--- src/rtl/img_pkg.sv ---
// Shared constants for the image memory loader: frame geometry, bus widths,
// read-port latency, checksum width and the loader FSM state encodings.
package img_pkg;

    localparam int unsigned DEPTH        = 27000;
    localparam int unsigned ADDR_W       = 15;
    localparam int unsigned PIX_W        = 8;
    localparam int unsigned READ_LATENCY = 1;
    localparam int unsigned SUM_W        = 24;

    localparam logic [1:0] ST_IDLE   = 2'd0;
    localparam logic [1:0] ST_WRITE  = 2'd1;
    localparam logic [1:0] ST_VERIFY = 2'd2;
    localparam logic [1:0] ST_CHECK  = 2'd3;

endpackage

--- src/rtl/img_rd_checksum.sv ---
// Read-back checksum: delays the read-issue strobe by READ_LATENCY cycles so it
// lines up with the memory data, and accumulates the data into a byte sum.
// Ports:
//   clk, rst_n  - clock, synchronous active-low reset
//   clear       - synchronous clear of the pipeline and the sum
//   valid_in    - an address was presented to the memory this cycle
//   last_in     - that address is the final one of the frame
//   data        - memory read data
//   sum         - running read-back sum
//   last_out    - final sample is being accumulated at the coming edge
module img_rd_checksum #(
    parameter int unsigned READ_LATENCY = img_pkg::READ_LATENCY,
    parameter int unsigned SUM_W        = img_pkg::SUM_W
) (
    input  logic                      clk,
    input  logic                      rst_n,
    input  logic                      clear,
    input  logic                      valid_in,
    input  logic                      last_in,
    input  logic [img_pkg::PIX_W-1:0] data,
    output logic [SUM_W-1:0]          sum,
    output logic                      last_out
);
    logic [READ_LATENCY-1:0] vld_q,  vld_d;
    logic [READ_LATENCY-1:0] last_q, last_d;
    logic [SUM_W-1:0]        sum_q,  sum_d;

    // Shift the strobes one stage per cycle; add data when the tail stage fires.
    always_comb begin
        vld_d  = READ_LATENCY'({vld_q, valid_in});
        last_d = READ_LATENCY'({last_q, last_in});
        sum_d  = sum_q;
        if (vld_q[READ_LATENCY-1]) begin
            sum_d = sum_q + SUM_W'(data);
        end
        if (clear) begin
            vld_d  = '0;
            last_d = '0;
            sum_d  = '0;
        end
    end

    always_ff @(posedge clk) begin
        if (!rst_n) begin
            vld_q  <= '0;
            last_q <= '0;
            sum_q  <= '0;
        end else begin
            vld_q  <= vld_d;
            last_q <= last_d;
            sum_q  <= sum_d;
        end
    end

    assign sum      = sum_q;
    assign last_out = vld_q[READ_LATENCY-1] & last_q[READ_LATENCY-1];

endmodule

--- src/rtl/img_mem_loader.sv ---
// Writes one frame of pixel bytes into the image BRAM at addresses 0..DEPTH-1,
// then reads the whole frame back and compares the read sum with the write sum.
// Ports:
//   clka, rst_n            - clock, synchronous active-low reset
//   start, abort           - begin a frame load (idle only) / return to idle
//   s_data/s_valid/s_ready - pixel byte stream
//   mem_wea/mem_addra/mem_dina/mem_douta - BRAM port A
//   busy, done, verify_ok  - status; done pulses once per completed verify
//   err_overflow           - sticky: bytes offered after the frame was full
//   wr_sum                 - sum of written bytes
module img_mem_loader #(
    parameter int unsigned DEPTH        = img_pkg::DEPTH,
    parameter int unsigned ADDR_W       = img_pkg::ADDR_W,
    parameter int unsigned READ_LATENCY = img_pkg::READ_LATENCY,
    parameter int unsigned SUM_W        = img_pkg::SUM_W
) (
    input  logic                      clka,
    input  logic                      rst_n,
    input  logic                      start,
    input  logic                      abort,
    input  logic [img_pkg::PIX_W-1:0] s_data,
    input  logic                      s_valid,
    output logic                      s_ready,
    output logic                      mem_wea,
    output logic [ADDR_W-1:0]         mem_addra,
    output logic [img_pkg::PIX_W-1:0] mem_dina,
    input  logic [img_pkg::PIX_W-1:0] mem_douta,
    output logic                      busy,
    output logic                      done,
    output logic                      verify_ok,
    output logic                      err_overflow,
    output logic [SUM_W-1:0]          wr_sum
);
    import img_pkg::*;

    localparam logic [ADDR_W-1:0] LAST_ADDR = ADDR_W'(DEPTH - 1);

    logic [1:0]        state_q,   state_d;
    logic              s_ready_q, s_ready_d;
    logic              wea_q,     wea_d;
    logic [ADDR_W-1:0] addra_q,   addra_d;
    logic [PIX_W-1:0]  dina_q,    dina_d;
    logic              busy_q,    busy_d;
    logic              done_q,    done_d;
    logic              ok_q,      ok_d;
    logic              ovf_q,     ovf_d;
    logic [SUM_W-1:0]  wr_sum_q,  wr_sum_d;
    logic [ADDR_W-1:0] wr_cnt_q,  wr_cnt_d;
    logic [ADDR_W-1:0] rd_addr_q, rd_addr_d;
    logic              rd_pend_q, rd_pend_d;
    logic              rd_vld_q,  rd_vld_d;
    logic              rd_last_q, rd_last_d;

    logic              sum_clear;
    logic [SUM_W-1:0]  rd_sum;
    logic              rd_last;

    // Next-state and registered-output logic; abort overrides everything.
    always_comb begin
        state_d   = state_q;
        wea_d     = 1'b0;
        addra_d   = addra_q;
        dina_d    = dina_q;
        done_d    = 1'b0;
        ok_d      = ok_q;
        ovf_d     = ovf_q;
        wr_sum_d  = wr_sum_q;
        wr_cnt_d  = wr_cnt_q;
        rd_addr_d = rd_addr_q;
        rd_pend_d = rd_pend_q;
        rd_vld_d  = 1'b0;
        rd_last_d = 1'b0;
        sum_clear = 1'b0;

        case (state_q)
            ST_IDLE: begin
                if (start && !abort) begin
                    state_d   = ST_WRITE;
                    wr_sum_d  = '0;
                    ok_d      = 1'b0;
                    ovf_d     = 1'b0;
                    wr_cnt_d  = '0;
                    sum_clear = 1'b1;
                end
            end
            ST_WRITE: begin
                if (s_valid && s_ready_q) begin
                    wea_d    = 1'b1;
                    addra_d  = wr_cnt_q;
                    dina_d   = s_data;
                    wr_sum_d = wr_sum_q + SUM_W'(s_data);
                    wr_cnt_d = wr_cnt_q + ADDR_W'(1);
                    if (wr_cnt_q == LAST_ADDR) begin
                        state_d   = ST_VERIFY;
                        rd_addr_d = '0;
                        rd_pend_d = 1'b1;
                    end
                end
            end
            ST_VERIFY: begin
                // Issue one read address per cycle until the last one is out.
                if (rd_pend_q) begin
                    addra_d   = rd_addr_q;
                    rd_vld_d  = 1'b1;
                    rd_last_d = (rd_addr_q == LAST_ADDR);
                    rd_addr_d = rd_addr_q + ADDR_W'(1);
                    if (rd_addr_q == LAST_ADDR) begin
                        rd_pend_d = 1'b0;
                    end
                end
                if (rd_last) begin
                    state_d = ST_CHECK;
                end
            end
            ST_CHECK: begin
                ok_d    = (rd_sum == wr_sum_q);
                done_d  = 1'b1;
                state_d = ST_IDLE;
            end
            default: state_d = ST_IDLE;
        endcase

        // Any byte offered once the frame is full is an overflow.
        if ((state_q == ST_VERIFY || state_q == ST_CHECK) && s_valid) begin
            ovf_d = 1'b1;
        end

        if (abort) begin
            state_d   = ST_IDLE;
            wea_d     = 1'b0;
            done_d    = 1'b0;
            ok_d      = 1'b0;
            rd_pend_d = 1'b0;
            rd_vld_d  = 1'b0;
            rd_last_d = 1'b0;
            sum_clear = 1'b1;
        end

        s_ready_d = (state_d == ST_WRITE);
        busy_d    = (state_d != ST_IDLE);
    end

    always_ff @(posedge clka) begin
        if (!rst_n) begin
            state_q   <= ST_IDLE;
            s_ready_q <= 1'b0;
            wea_q     <= 1'b0;
            addra_q   <= '0;
            dina_q    <= '0;
            busy_q    <= 1'b0;
            done_q    <= 1'b0;
            ok_q      <= 1'b0;
            ovf_q     <= 1'b0;
            wr_sum_q  <= '0;
            wr_cnt_q  <= '0;
            rd_addr_q <= '0;
            rd_pend_q <= 1'b0;
            rd_vld_q  <= 1'b0;
            rd_last_q <= 1'b0;
        end else begin
            state_q   <= state_d;
            s_ready_q <= s_ready_d;
            wea_q     <= wea_d;
            addra_q   <= addra_d;
            dina_q    <= dina_d;
            busy_q    <= busy_d;
            done_q    <= done_d;
            ok_q      <= ok_d;
            ovf_q     <= ovf_d;
            wr_sum_q  <= wr_sum_d;
            wr_cnt_q  <= wr_cnt_d;
            rd_addr_q <= rd_addr_d;
            rd_pend_q <= rd_pend_d;
            rd_vld_q  <= rd_vld_d;
            rd_last_q <= rd_last_d;
        end
    end

    // rd_vld_q is in phase with mem_addra, so the checksum delays it by the read latency.
    img_rd_checksum #(
        .READ_LATENCY (READ_LATENCY),
        .SUM_W        (SUM_W)
    ) u_rd_checksum (
        .clk      (clka),
        .rst_n    (rst_n),
        .clear    (sum_clear),
        .valid_in (rd_vld_q),
        .last_in  (rd_last_q),
        .data     (mem_douta),
        .sum      (rd_sum),
        .last_out (rd_last)
    );

    assign s_ready      = s_ready_q;
    assign mem_wea      = wea_q;
    assign mem_addra    = addra_q;
    assign mem_dina     = dina_q;
    assign busy         = busy_q;
    assign done         = done_q;
    assign verify_ok    = ok_q;
    assign err_overflow = ovf_q;
    assign wr_sum       = wr_sum_q;

endmodule
--- config.mk ---
export PLATFORM = sky130hd
export DESIGN_NAME = img_mem_loader
export DESIGN_NICKNAME = d
export VERILOG_FILES = /design/src/rtl/img_pkg.sv /design/src/rtl/img_rd_checksum.sv /design/src/rtl/img_mem_loader.sv
export SDC_FILE = /design/constraint.sdc
export NUM_CORES = 1
export LEC_CHECK = 0
export ABC_AREA = 0
export ABC_CLOCK_PERIOD_IN_PS = 3790
export BUFFER_PORTS_ARGS = -buffer_cell sky130_fd_sc_hd__buf_2
export CORE_UTILIZATION = 40
export CTS_CLUSTER_SIZE = 30
export DETAILED_ROUTE_END_ITERATION = 16
export GPL_TIMING_DRIVEN = 0
export MAX_ROUTING_LAYER = met4
export PLACE_DENSITY_LB_ADDON = 0.12
export SLEW_MARGIN = 25
export SYNTH_ARGS = -nofsm -noshare
export SYNTH_HDL_FRONTEND = slang
export SYNTH_HIERARCHICAL = 1
export SYNTH_SLANG_ARGS = --single-unit
--- constraint.sdc ---
create_clock -name clka -period 3.79 [get_ports clka]
set_clock_uncertainty 0.2 [all_clocks]
set_input_delay 0.379 -clock clka [delete_from_list [all_inputs] [get_ports clka]]
set_output_delay 0.379 -clock clka [all_outputs]
set_load 0.1 [all_outputs]
==> results of run 1 <==
[sequential cells by signal, indices dropped and copies added (netlist names), 2 cells and up]
register	cells
wr_sum	24
mem_addra	15
u_rd_checksum/sum	24
mem_dina	8
rd_addr_q	15
state_q	2
wr_cnt_q	15
[logic make-up (layout without fill, tap and decap cells)]
logic type / Yosys count / after routing / synth area share, %
compound gates: 124 / 124 / 14.1
fa+ha+maj: 20 / 20 / 4.60
xor+xnor: 72 / 72 / 10.9
flops: 114 / 114 / 39.6
simple gates: 316 / 316 / 27.6
mux: 4 / 4 / 0.716
buf+inv: 35 / 137 / 2.47
[worst max path at each step]
| stage | startpoint | end | cells after the start |
|---|---|---|---|
| 2_1_floorplan | wr_sum[0]$_SDFFE_PN0P_ | wr_sum[12]$_SDFFE_PN0P_ | 9 |
| 3_3_place_gp | mem_douta[0] | u_rd_checksum/sum[12]$_SDFFE_PP0P_ | 8 |
| 3_5_place_dp | mem_douta[0] | u_rd_checksum/sum[20]$_SDFFE_PP0P_ | 8 |
| 4_1_cts | wr_sum[0]$_SDFFE_PN0P_ | wr_sum[16]$_SDFFE_PN0P_ | 9 |
| 5_1_grt | wr_sum[0]$_SDFFE_PN0P_ | wr_sum[20]$_SDFFE_PN0P_ | 8 |
| 6_report | wr_sum[0]$_SDFFE_PN0P_ | wr_sum[20]$_SDFFE_PN0P_ | 9 |
[power by group]
part / internal (uW) / leakage, uW / switching [uW]
combinational: 29.2 / 0.00141 / 71.9
sequential: 1200 / 0.000918 / 1.49
clock: 884 / 0.000260 / 525
total: 2120 / 0.00259 / 599
[metal layers]
layer | wire length (um) | vias up
met5 | 0 | -
met4 | 257 | 0
met3 | 644 | 16
met2 | 7860 | 113
met1 | 7280 | 2444
li1 | - | 2624
[area by class of cell]
type	count	area (um2)
multi-input cells	536	3340
well taps	180	225
clock inverters	6	32.5
fillers	1380	7110
flip-flops and latches	114	2280
repair buffers	73	365
clock buffers	23	488
inverters	6	22.5
plain buffers	29	120
[per-stage QoR]
stage	cells	setup slack, ns	utilization [%]
after floorplan	685	0.652	-
after global placement	938	0.990	45.5
after detailed placement	938	0.966	45.5
after CTS	967	1.04	49.2
after global routing	967	0.831	49.2
final	967	1.06	49.2
[cells in the final DEF (no fill, tap or decap), types with 9 or more instances in the layout]
master and instances:
o21ai_1 9, a311oi_1 15, buf_2 79, and3_1 9, o21ai_0 13, xnor2_1 37, nor2_1 91, o211ai_1 9
nand3_1 27, ha_1 18, or3_1 10, nand2_1 89, clkbuf_1 24, dfxtp_1 114, and2_1 9, xor2_1 35
clkbuf_16 17, nor3_1 9, a21oi_1 38, nand4_1 23
[tightest hold or removal path, delay by kind of cell]
kind,cells,cell delay [ns]
buffers and inverters,1,0.11
AND/OR/NAND/NOR,1,0.05
AO/OA/AOI/OAI,1,0.05
==> flow_metrics.env, run 1 <==
export IMPL_setup_viol=0
export IMPL_grt_pass1_wl_mm=25.7
export IMPL_worstHoldStart="s_data[0]"
export IMPL_synth_most_common_cell="dfxtp_1"
export IMPL_post_cts_buffers=0
export IMPL_top_usage_layer="met2"
export IMPL_wire_per_inst_um=16.6
export IMPL_io_pins=74
export IMPL_power_total_uw=2710
export IMPL_numCtsBuffers=17
export IMPL_power_density_nw_per_um2=395
export IMPL_worstPathArrival_ns=2.81
export IMPL_root_buffer="clkbuf_16"
export IMPL_hold_path_class="in2reg"
export IMPL_reg2reg_to="wr_sum[20]$_SDFFE_PN0P_"
export IMPL_post_dp_hpwl_mm=12.1
export IMPL_hold_depth=3
export IMPL_grtUsageTotal_pct=23.6
export IMPL_p_leak_uw=0.00259
export IMPL_clk_pin_slew_ns=0.05
export IMPL_synth_net_count=726
export IMPL_ctsHoldBuffers=0
export IMPL_cts_tree="done"
export IMPL_crit_family="compound AO/OA/AOI/OAI gates"
export IMPL_status="complete, no violations"
export IMPL_fmax_mhz=366
export IMPL_synth_ff_type="dfxtp_1"
export IMPL_crit_chain="ha_1 > inv_1 > fa_1 > nor2b_1 > o2111ai_1 > a31oi_1 > nand4_1 > nand3_1 > o31ai_1"
export IMPL_grt_pass1_vias=4974
export IMPL_die_area_um2=14900
export IMPL_finalHoldViolCount=0
export IMPL_drt_total_wl_mm=16.0
export IMPL_synthCells=685
export IMPL_rr_worst_depth=9
export IMPL_drv_cap=0
export IMPL_postPlaceCellArea_um2=6360
export IMPL_endpoint_kind="flop"
export IMPL_cp_max_fo=8
export IMPL_layout_drive_gt1_share_pct=15.5
export IMPL_ant_nets=0
export IMPL_grt_overflow_total=0
export IMPL_use_met1_pct=27.9
export IMPL_finalCriticalPeriod_ns=2.73
export IMPL_yosys_top_cells_count="dfxtp_1 (114), nor2_1 (91), nand2_1 (89), a21oi_1 (38), xnor2_1 (37)"
export IMPL_ir_drop_mv=0.305
export IMPL_worst_pin_slew_ns=0.775
export IMPL_rrSetupSlack_ns=1.06
export IMPL_whs_endpoint="mem_dina[0]$_SDFFE_PN0P_"
export IMPL_grtUsageMet2_pct=38.9
export IMPL_synth_largest_area_cell="dfxtp_1"
export IMPL_crit_type="reg2reg"
export IMPL_cp_required_ns=3.87
export IMPL_area_growth_pct=19.3
export IMPL_yosys_top_cells_area="dfxtp_1 (40%), nor2_1 (5.9%), nand2_1 (5.8%)"
export IMPL_fin_area_um2=6880
export IMPL_synth_warnings=6
export IMPL_path_buf_inv=1
export IMPL_cpPeakStageDelay_ns=0.60
export IMPL_gp_congestion=0.863
export IMPL_setup_tns_ns=0
export IMPL_io_buffers=73
export IMPL_timing_hold_ws_ns=0.0192
export IMPL_critPathSlowestCell="a31oi_1"
export IMPL_cts_sinks=114
export IMPL_fp_dieH_um=122
export IMPL_num_rows=43
export IMPL_antenna_found_initial=0
export IMPL_synth_edff_count=0
export IMPL_grt_max_degree=17
export IMPL_initial_core_util_pct=41.2
export IMPL_fin_crit_sh_pct=72.1
export IMPL_cts_resized=0
export IMPL_cts_htree_levels=4
export IMPL_ctsLongestPathBuffers=2
export IMPL_ys_seq_elements=114
export IMPL_vias=5197
export IMPL_r2r_start="wr_sum[0]$_SDFFE_PN0P_"
export IMPL_grt_use_met3_pct=5.34
export IMPL_chipWidth_um=122
export IMPL_yosys_area_top_type_share_pct=39.6
export IMPL_first_iter_violations=371
export IMPL_synth_avg_cell_area_um2=8.42
export IMPL_rsz0062_at_grt="false"
export IMPL_async_flop_share_pct=0
export IMPL_relSlewSlack_pct=48.1
export IMPL_vias_per_cell=5.37
export IMPL_finalMaxSlewViolations=0
export IMPL_yosysUniqueCellTypes=63
export IMPL_antenna_cells=0
export IMPL_critPathLaunchType="flop"
export IMPL_clock_latency_ns=0.42
export IMPL_dr_pass1_iters=4
export IMPL_drc=0
export IMPL_ys_seq_area_share_pct=39.6
export IMPL_num_nets_final=818
export IMPL_syn_area_um2=5770
export IMPL_core_area_um2=14000
Power figures use the tool's default switching activity.
==> inputs of run 2 (changes only) <==
--- a/config.mk
+++ b/config.mk
@@ -6,7 +6,7 @@
 export NUM_CORES = 1
 export LEC_CHECK = 0
 export ABC_AREA = 0
-export ABC_CLOCK_PERIOD_IN_PS = 3790
+export ABC_CLOCK_PERIOD_IN_PS = 2200
 export BUFFER_PORTS_ARGS = -buffer_cell sky130_fd_sc_hd__buf_2
 export CORE_UTILIZATION = 40
 export CTS_CLUSTER_SIZE = 30
==> constraint.sdc (replaced) <==
create_clock -name clka -period 2.2 [get_ports clka]
set_clock_uncertainty 0.2 [all_clocks]
set_input_delay 0.22 -clock clka [delete_from_list [all_inputs] [get_ports clka]]
set_output_delay 0.22 -clock clka [all_outputs]
set_load 0.1 [all_outputs]
==> flow_metrics.env, run 2 (synthesis results as in run 1) <==
export IMPL_endpoint_kind="flop"
export IMPL_num_nets_final=847
export IMPL_cts_htree_levels=4
export IMPL_crit_cells=10
export IMPL_top_usage_layer="met2"
export IMPL_cpPeakStageDelay_ns=0.36
export IMPL_cts_tree="done"
export IMPL_vias=5532
export IMPL_fillerInstances=1359
export IMPL_fp_dieH_um=122
export IMPL_power_switching_uw=1060
export IMPL_grt_pass1_wl_mm=27.4
export IMPL_crit_chain="ha_4 > inv_2 > fa_2 > nor2b_4 > o2111ai_4 > a31oi_4 > buf_4 > nand2_1 > xor2_1 > nor2_1"
export IMPL_grt_max_degree=17
export IMPL_p_clk_share_pct=52.9
export IMPL_final_cell_mix="nor2_1 (89), nand2_1 (85), dfxtp_1 (84), buf_2 (74), xnor2_1 (37)"
export IMPL_gp_congestion=0.861
export IMPL_chipWidth_um=122
export IMPL_grt_overflow_total=0
export IMPL_vias_per_cell=5.55
export IMPL_setup_ws_ns=-0.0549
export IMPL_worstPathArrival_ns=2.36
export IMPL_reg2reg_to="wr_sum[10]$_SDFFE_PN0P_"
export IMPL_fin_area_um2=7600
export IMPL_endpoint="wr_sum[10]$_SDFFE_PN0P_"
export IMPL_cts_sinks=114
export IMPL_p_int_uw=3790
export IMPL_ir_drop_mv=0.457
export IMPL_clock_latency_ns=0.42
export IMPL_cp_max_fo=8
export IMPL_num_rows=43
export IMPL_path_buf_inv=2
export IMPL_layout_drive_gt1_share_pct=27.2
export IMPL_dr_pass1_iters=6
export IMPL_crit_type="reg2reg"
export IMPL_finalCriticalPeriod_ns=2.25
export IMPL_worst_pin_slew_ns=0.718
export IMPL_use_met1_pct=33.3
export IMPL_antenna_found_initial=0
export IMPL_io_buffers=73
export IMPL_grtUsageTotal_pct=25.1
export IMPL_cp_required_ns=2.31
export IMPL_status="complete, but fails checks"
export IMPL_grt_pass1_vias=5267
export IMPL_die_area_um2=14900
export IMPL_antenna_cells=0
export IMPL_swShare_pct=21.9
export IMPL_rrSetupSlack_ns=-0.05
export IMPL_rr_worst_depth=10
export IMPL_critPathLaunchType="flop"
export IMPL_rsz0062_at_grt="true"
export IMPL_initial_core_util_pct=41.2
export IMPL_fin_crit_sh_pct=102
export IMPL_drv_cap=0
export IMPL_p_comb_share_pct=4.6
export IMPL_clk_pin_slew_ns=0.05
export IMPL_ant_nets=0
export IMPL_setup_viol=14
export IMPL_grt_use_met3_pct=5.20
export IMPL_first_iter_violations=487
export IMPL_drt_total_wl_mm=17.4
export IMPL_final_common_cell="nor2_1"
export IMPL_postPlaceCellArea_um2=6450
export IMPL_drc=0
export IMPL_post_dp_hpwl_mm=12.4
export IMPL_critPathSlowestCell="fa_2"
export IMPL_p_leak_uw=0.00282
export IMPL_critPathLaunch="wr_sum[0]$_SDFFE_PN0P_"
export IMPL_wire_per_inst_um=17.5
export IMPL_power_density_nw_per_um2=638
export IMPL_crit_family="adder cells"
export IMPL_io_pins=74
export IMPL_root_buffer="clkbuf_16"
export IMPL_area_growth_pct=31.7
export IMPL_setup_tns_ns=-0.245
export IMPL_r2r_start="wr_sum[0]$_SDFFE_PN0P_"
export IMPL_ctsLongestPathBuffers=2
export IMPL_relSlewSlack_pct=52.1
export IMPL_finalMaxSlewViolations=0
export IMPL_core_area_um2=14000
export IMPL_finalHoldViolCount=0
export IMPL_violations="setup timing"
export IMPL_grtUsageMet2_pct=38.1
export IMPL_numCtsBuffers=17
export IMPL_hold_path_class="in2reg"
export IMPL_fmax_mhz=443
export IMPL_power_frac_seq_pct=42.5
[run 2: layout make-up]
cell class                      instances  area, um2  area share [%]
Buffer                                 27        143            1.88
Clock buffer                           23        489            6.44
Clock inverter                          6       57.6           0.758
Inverter                                6       22.5           0.296
Multi-Input combinational cell        536       3670            48.3
Sequential cell                       114       2350            30.9
Tap cell                              180        225            2.96
Timing Repair Buffer                  104        642            8.45
[run 2: routing by layer]
layer	up-vias	wire length (um)
li1	2683	-
met1	2710	8430
met2	125	8080
met3	14	713
met4	0	201
met5	-	0
[run 2: how the worst min path moves through the flow]
| stage | from | end | depth (start not counted) |
|---|---|---|---|
| 6_report | mem_douta[0] | u_rd_checksum/sum[0]$_SDFFE_PP0P_ | 4 |
| 5_1_grt | mem_douta[0] | u_rd_checksum/sum[0]$_SDFFE_PP0P_ | 4 |
| 4_1_cts | mem_douta[0] | u_rd_checksum/sum[0]$_SDFFE_PP0P_ | 4 |
| 3_5_place_dp | rd_last_q$_SDFF_PP0_ | u_rd_checksum/last_q$_SDFF_PP0_ | 1 |
| 3_3_place_gp | mem_dina[2]$_SDFFE_PN0P_ | mem_dina[2]$_SDFFE_PN0P_ | 2 |
| 2_1_floorplan | s_data[0] | mem_dina[0]$_SDFFE_PN0P_ | 2 |
[run 2: repair_timing]
item / in CTS / in global routing
gates cloned: 0 / 1
endpoints found under the hold margin: 14 / 0
gates resized for setup: 31 / 51
setup buffers: 9 / 10
endpoints found under the setup margin: 50 / 69
pin swaps: 10 / 25
hold buffers: 11 / 0
[run 2: metrics by stage]
step                      worst slack (ns)  power [uW]  hold slack, ns  cells  utilization [%]
after floorplan                     -0.234        2220           0.156    685                -
after global placement              -0.238        2280           0.244    938             46.1
after detailed placement            -0.276        2280           0.237    938             46.1
after CTS                          -0.0502        4880          0.0113    987             52.7
after global routing                -0.164        5010          0.0281    996             54.3
final                              -0.0549        4850          0.0141    996             54.3
[run 2: power groups by stage]
stage          clock network, uW  logic [uW]  registers [uW]
3_3_place_gp                   0         174            2110
3_5_place_dp                   0         178            2110
2_1_floorplan                  0        91.2            2120
6_report                    2570         222            2060
5_1_grt                     2710         240            2060
4_1_cts                     2610         212            2060
[run 2: worst min-delay path, stage by stage]
cell,delay (ns)
buf_2,0.10
ha_4,0.12
mux2i_1,0.06
nor2_1,0.08
==> inputs of run 3 (changes only) <==
--- a/config.mk
+++ b/config.mk
@@ -14,6 +14,7 @@
 export GPL_TIMING_DRIVEN = 0
 export MAX_ROUTING_LAYER = met4
 export PLACE_DENSITY_LB_ADDON = 0.12
+export RECOVER_POWER = 100
 export SLEW_MARGIN = 25
 export SYNTH_ARGS = -nofsm -noshare
 export SYNTH_HDL_FRONTEND = slang
==> flow_metrics.env, run 3 (synthesis results as in run 1) <==
export IMPL_reg2reg_to="wr_sum[10]$_SDFFE_PN0P_"
export IMPL_worstHoldStart="mem_douta[0]"
export IMPL_clk_pin_slew_ns=0.05
export IMPL_grt_max_degree=17
export IMPL_cts_sinks=114
export IMPL_p_leak_uw=0.00276
export IMPL_chipWidth_um=122
export IMPL_wire_per_inst_um=17.5
export IMPL_num_rows=43
export IMPL_grt_pass1_vias=5267
export IMPL_fin_crit_sh_pct=102
export IMPL_cpPeakStageDelay_ns=0.36
export IMPL_area_growth_pct=31.5
export IMPL_power_total_uw=4850
export IMPL_initial_core_util_pct=41.2
export IMPL_power_density_nw_per_um2=639
export IMPL_critPathLaunchType="flop"
export IMPL_critPathSlowestCell="fa_2"
export IMPL_critPathLaunch="wr_sum[0]$_SDFFE_PN0P_"
export IMPL_core_area_um2=14000
export IMPL_drt_total_wl_mm=17.4
export IMPL_io_pins=74
export IMPL_ir_drop_mv=0.456
export IMPL_grt_pass1_wl_mm=27.4
export IMPL_hold_path_class="in2reg"
export IMPL_setup_tns_ns=-0.267
export IMPL_cp_max_fo=8
export IMPL_relSlewSlack_pct=50.7
export IMPL_drc=0
export IMPL_ctsLongestPathBuffers=2
export IMPL_numCtsBuffers=17
export IMPL_rr_worst_depth=10
export IMPL_post_dp_hpwl_mm=12.4
export IMPL_ant_nets=0
export IMPL_whs_endpoint="u_rd_checksum/sum[0]$_SDFFE_PP0P_"
export IMPL_io_buffers=73
export IMPL_final_cell_mix="nor2_1 (89), nand2_1 (85), dfxtp_1 (84), clkbuf_2 (59), xnor2_1 (37)"
export IMPL_worst_pin_slew_ns=0.739
export IMPL_crit_type="reg2reg"
export IMPL_die_area_um2=14900
export IMPL_finalCriticalPeriod_ns=2.25
export IMPL_antenna_found_initial=0
export IMPL_vias_per_cell=5.58
export IMPL_cts_htree_levels=4
export IMPL_fillerInstances=1363
export IMPL_timing_hold_ws_ns=0.0145
export IMPL_rrSetupSlack_ns=-0.05
export IMPL_r2r_start="wr_sum[0]$_SDFFE_PN0P_"
export IMPL_cts_tree="done"
export IMPL_grt_overflow_total=0
export IMPL_drv_cap=0
export IMPL_dr_pass1_iters=5
export IMPL_endpoint_kind="flop"
export IMPL_clock_latency_ns=0.42
export IMPL_hold_depth=4
export IMPL_cp_required_ns=2.31
export IMPL_violations="setup timing"
export IMPL_num_nets_final=847
export IMPL_rsz0062_at_grt="true"
export IMPL_setup_ws_ns=-0.0535
export IMPL_vias=5557
export IMPL_finalMaxSlewViolations=0
export IMPL_fp_dieH_um=122
export IMPL_antenna_cells=0
export IMPL_gp_congestion=0.861
export IMPL_final_common_cell="nor2_1"
export IMPL_layout_drive_gt1_share_pct=27.0
export IMPL_fmax_mhz=444
export IMPL_setup_viol=15
export IMPL_finalHoldViolCount=0
export IMPL_root_buffer="clkbuf_16"
export IMPL_grtUsageTotal_pct=25.1
export IMPL_status="complete, but fails checks"
export IMPL_crit_chain="ha_4 > inv_2 > fa_2 > nor2b_4 > o2111ai_4 > a31oi_4 > buf_4 > nand2_1 > xor2_1 > nor2_1"
export IMPL_first_iter_violations=388
export IMPL_worstPathArrival_ns=2.36
[run 3: final cells by class]
cell class | count | area [um2] | share of cell area (%)
inverter | 6 | 22.5 | 0.297
clock inverter | 6 | 57.6 | 0.759
clock buffer | 23 | 489 | 6.45
timing repair buffer | 104 | 642 | 8.46
tap | 180 | 225 | 2.97
sequential | 114 | 2350 | 30.9
multi-input combinational | 536 | 3660 | 48.3
buffer | 27 | 140 | 1.85
[run 3: per-layer routing]
layer | vias to the layer above | routed length (um) | GRT usage, %
met1 | 2723 | 8400 | 33.3
met5 | - | 0 | -
li1 | 2683 | - | -
met4 | 0 | 198 | 7.85
met2 | 137 | 8090 | 38.1
met3 | 14 | 698 | 5.20
[run 3: how the worst max path moves through the flow]
stage / end / slack, ns / cells after the start
floorplan: wr_sum[20]$_SDFFE_PN0P_ / -0.23 / 9
global placement: wr_sum[16]$_SDFFE_PN0P_ / -0.24 / 9
detailed placement: wr_sum[18]$_SDFFE_PN0P_ / -0.28 / 9
CTS: u_rd_checksum/sum[18]$_SDFFE_PP0P_ / -0.05 / 8
global route: wr_sum[12]$_SDFFE_PN0P_ / -0.16 / 9
finish: wr_sum[10]$_SDFFE_PN0P_ / -0.05 / 10
[run 3: per-stage QoR]
step                      cells  setup WS, ns  util [%]  cell area, um2
after floorplan             685        -0.234         -            5860
after global placement      938        -0.238      46.1            6450
after detailed placement    938        -0.276      46.1            6450
after CTS                   987       -0.0502      52.7            7370
after global routing        996        -0.164      54.2            7590
final                       996       -0.0535      54.2            7590
[run 3: timing repair]
action | 4_1_cts | 5_1_grt
cloned | 0 | 1
hold buffers | 11 | 0
resized for setup | 31 | 51
setup buffers | 9 | 10
endpoints found under the hold margin | 14 | 0
pin swaps | 10 | 25
setup endpoints to repair | 50 | 69
[run 3: critical path, delay by kind of cell (launching register included)]
family                   cells  cell delay (ns)
XOR/XNOR                     1             0.15
adder cells (fa/ha/maj)      2             0.49
AO/OA/AOI/OAI                2             0.49
flip-flops                   1             0.35
buffers and inverters        2             0.20
AND/OR/NAND/NOR              3             0.26
[run 3: report_power, final]
group	internal (uW)	switching (uW)	total [uW]	leakage (uW)
logic	79.0	141	220	0.00156
registers	2060	2.68	2060	0.000937
clock network	1650	923	2570	0.000270
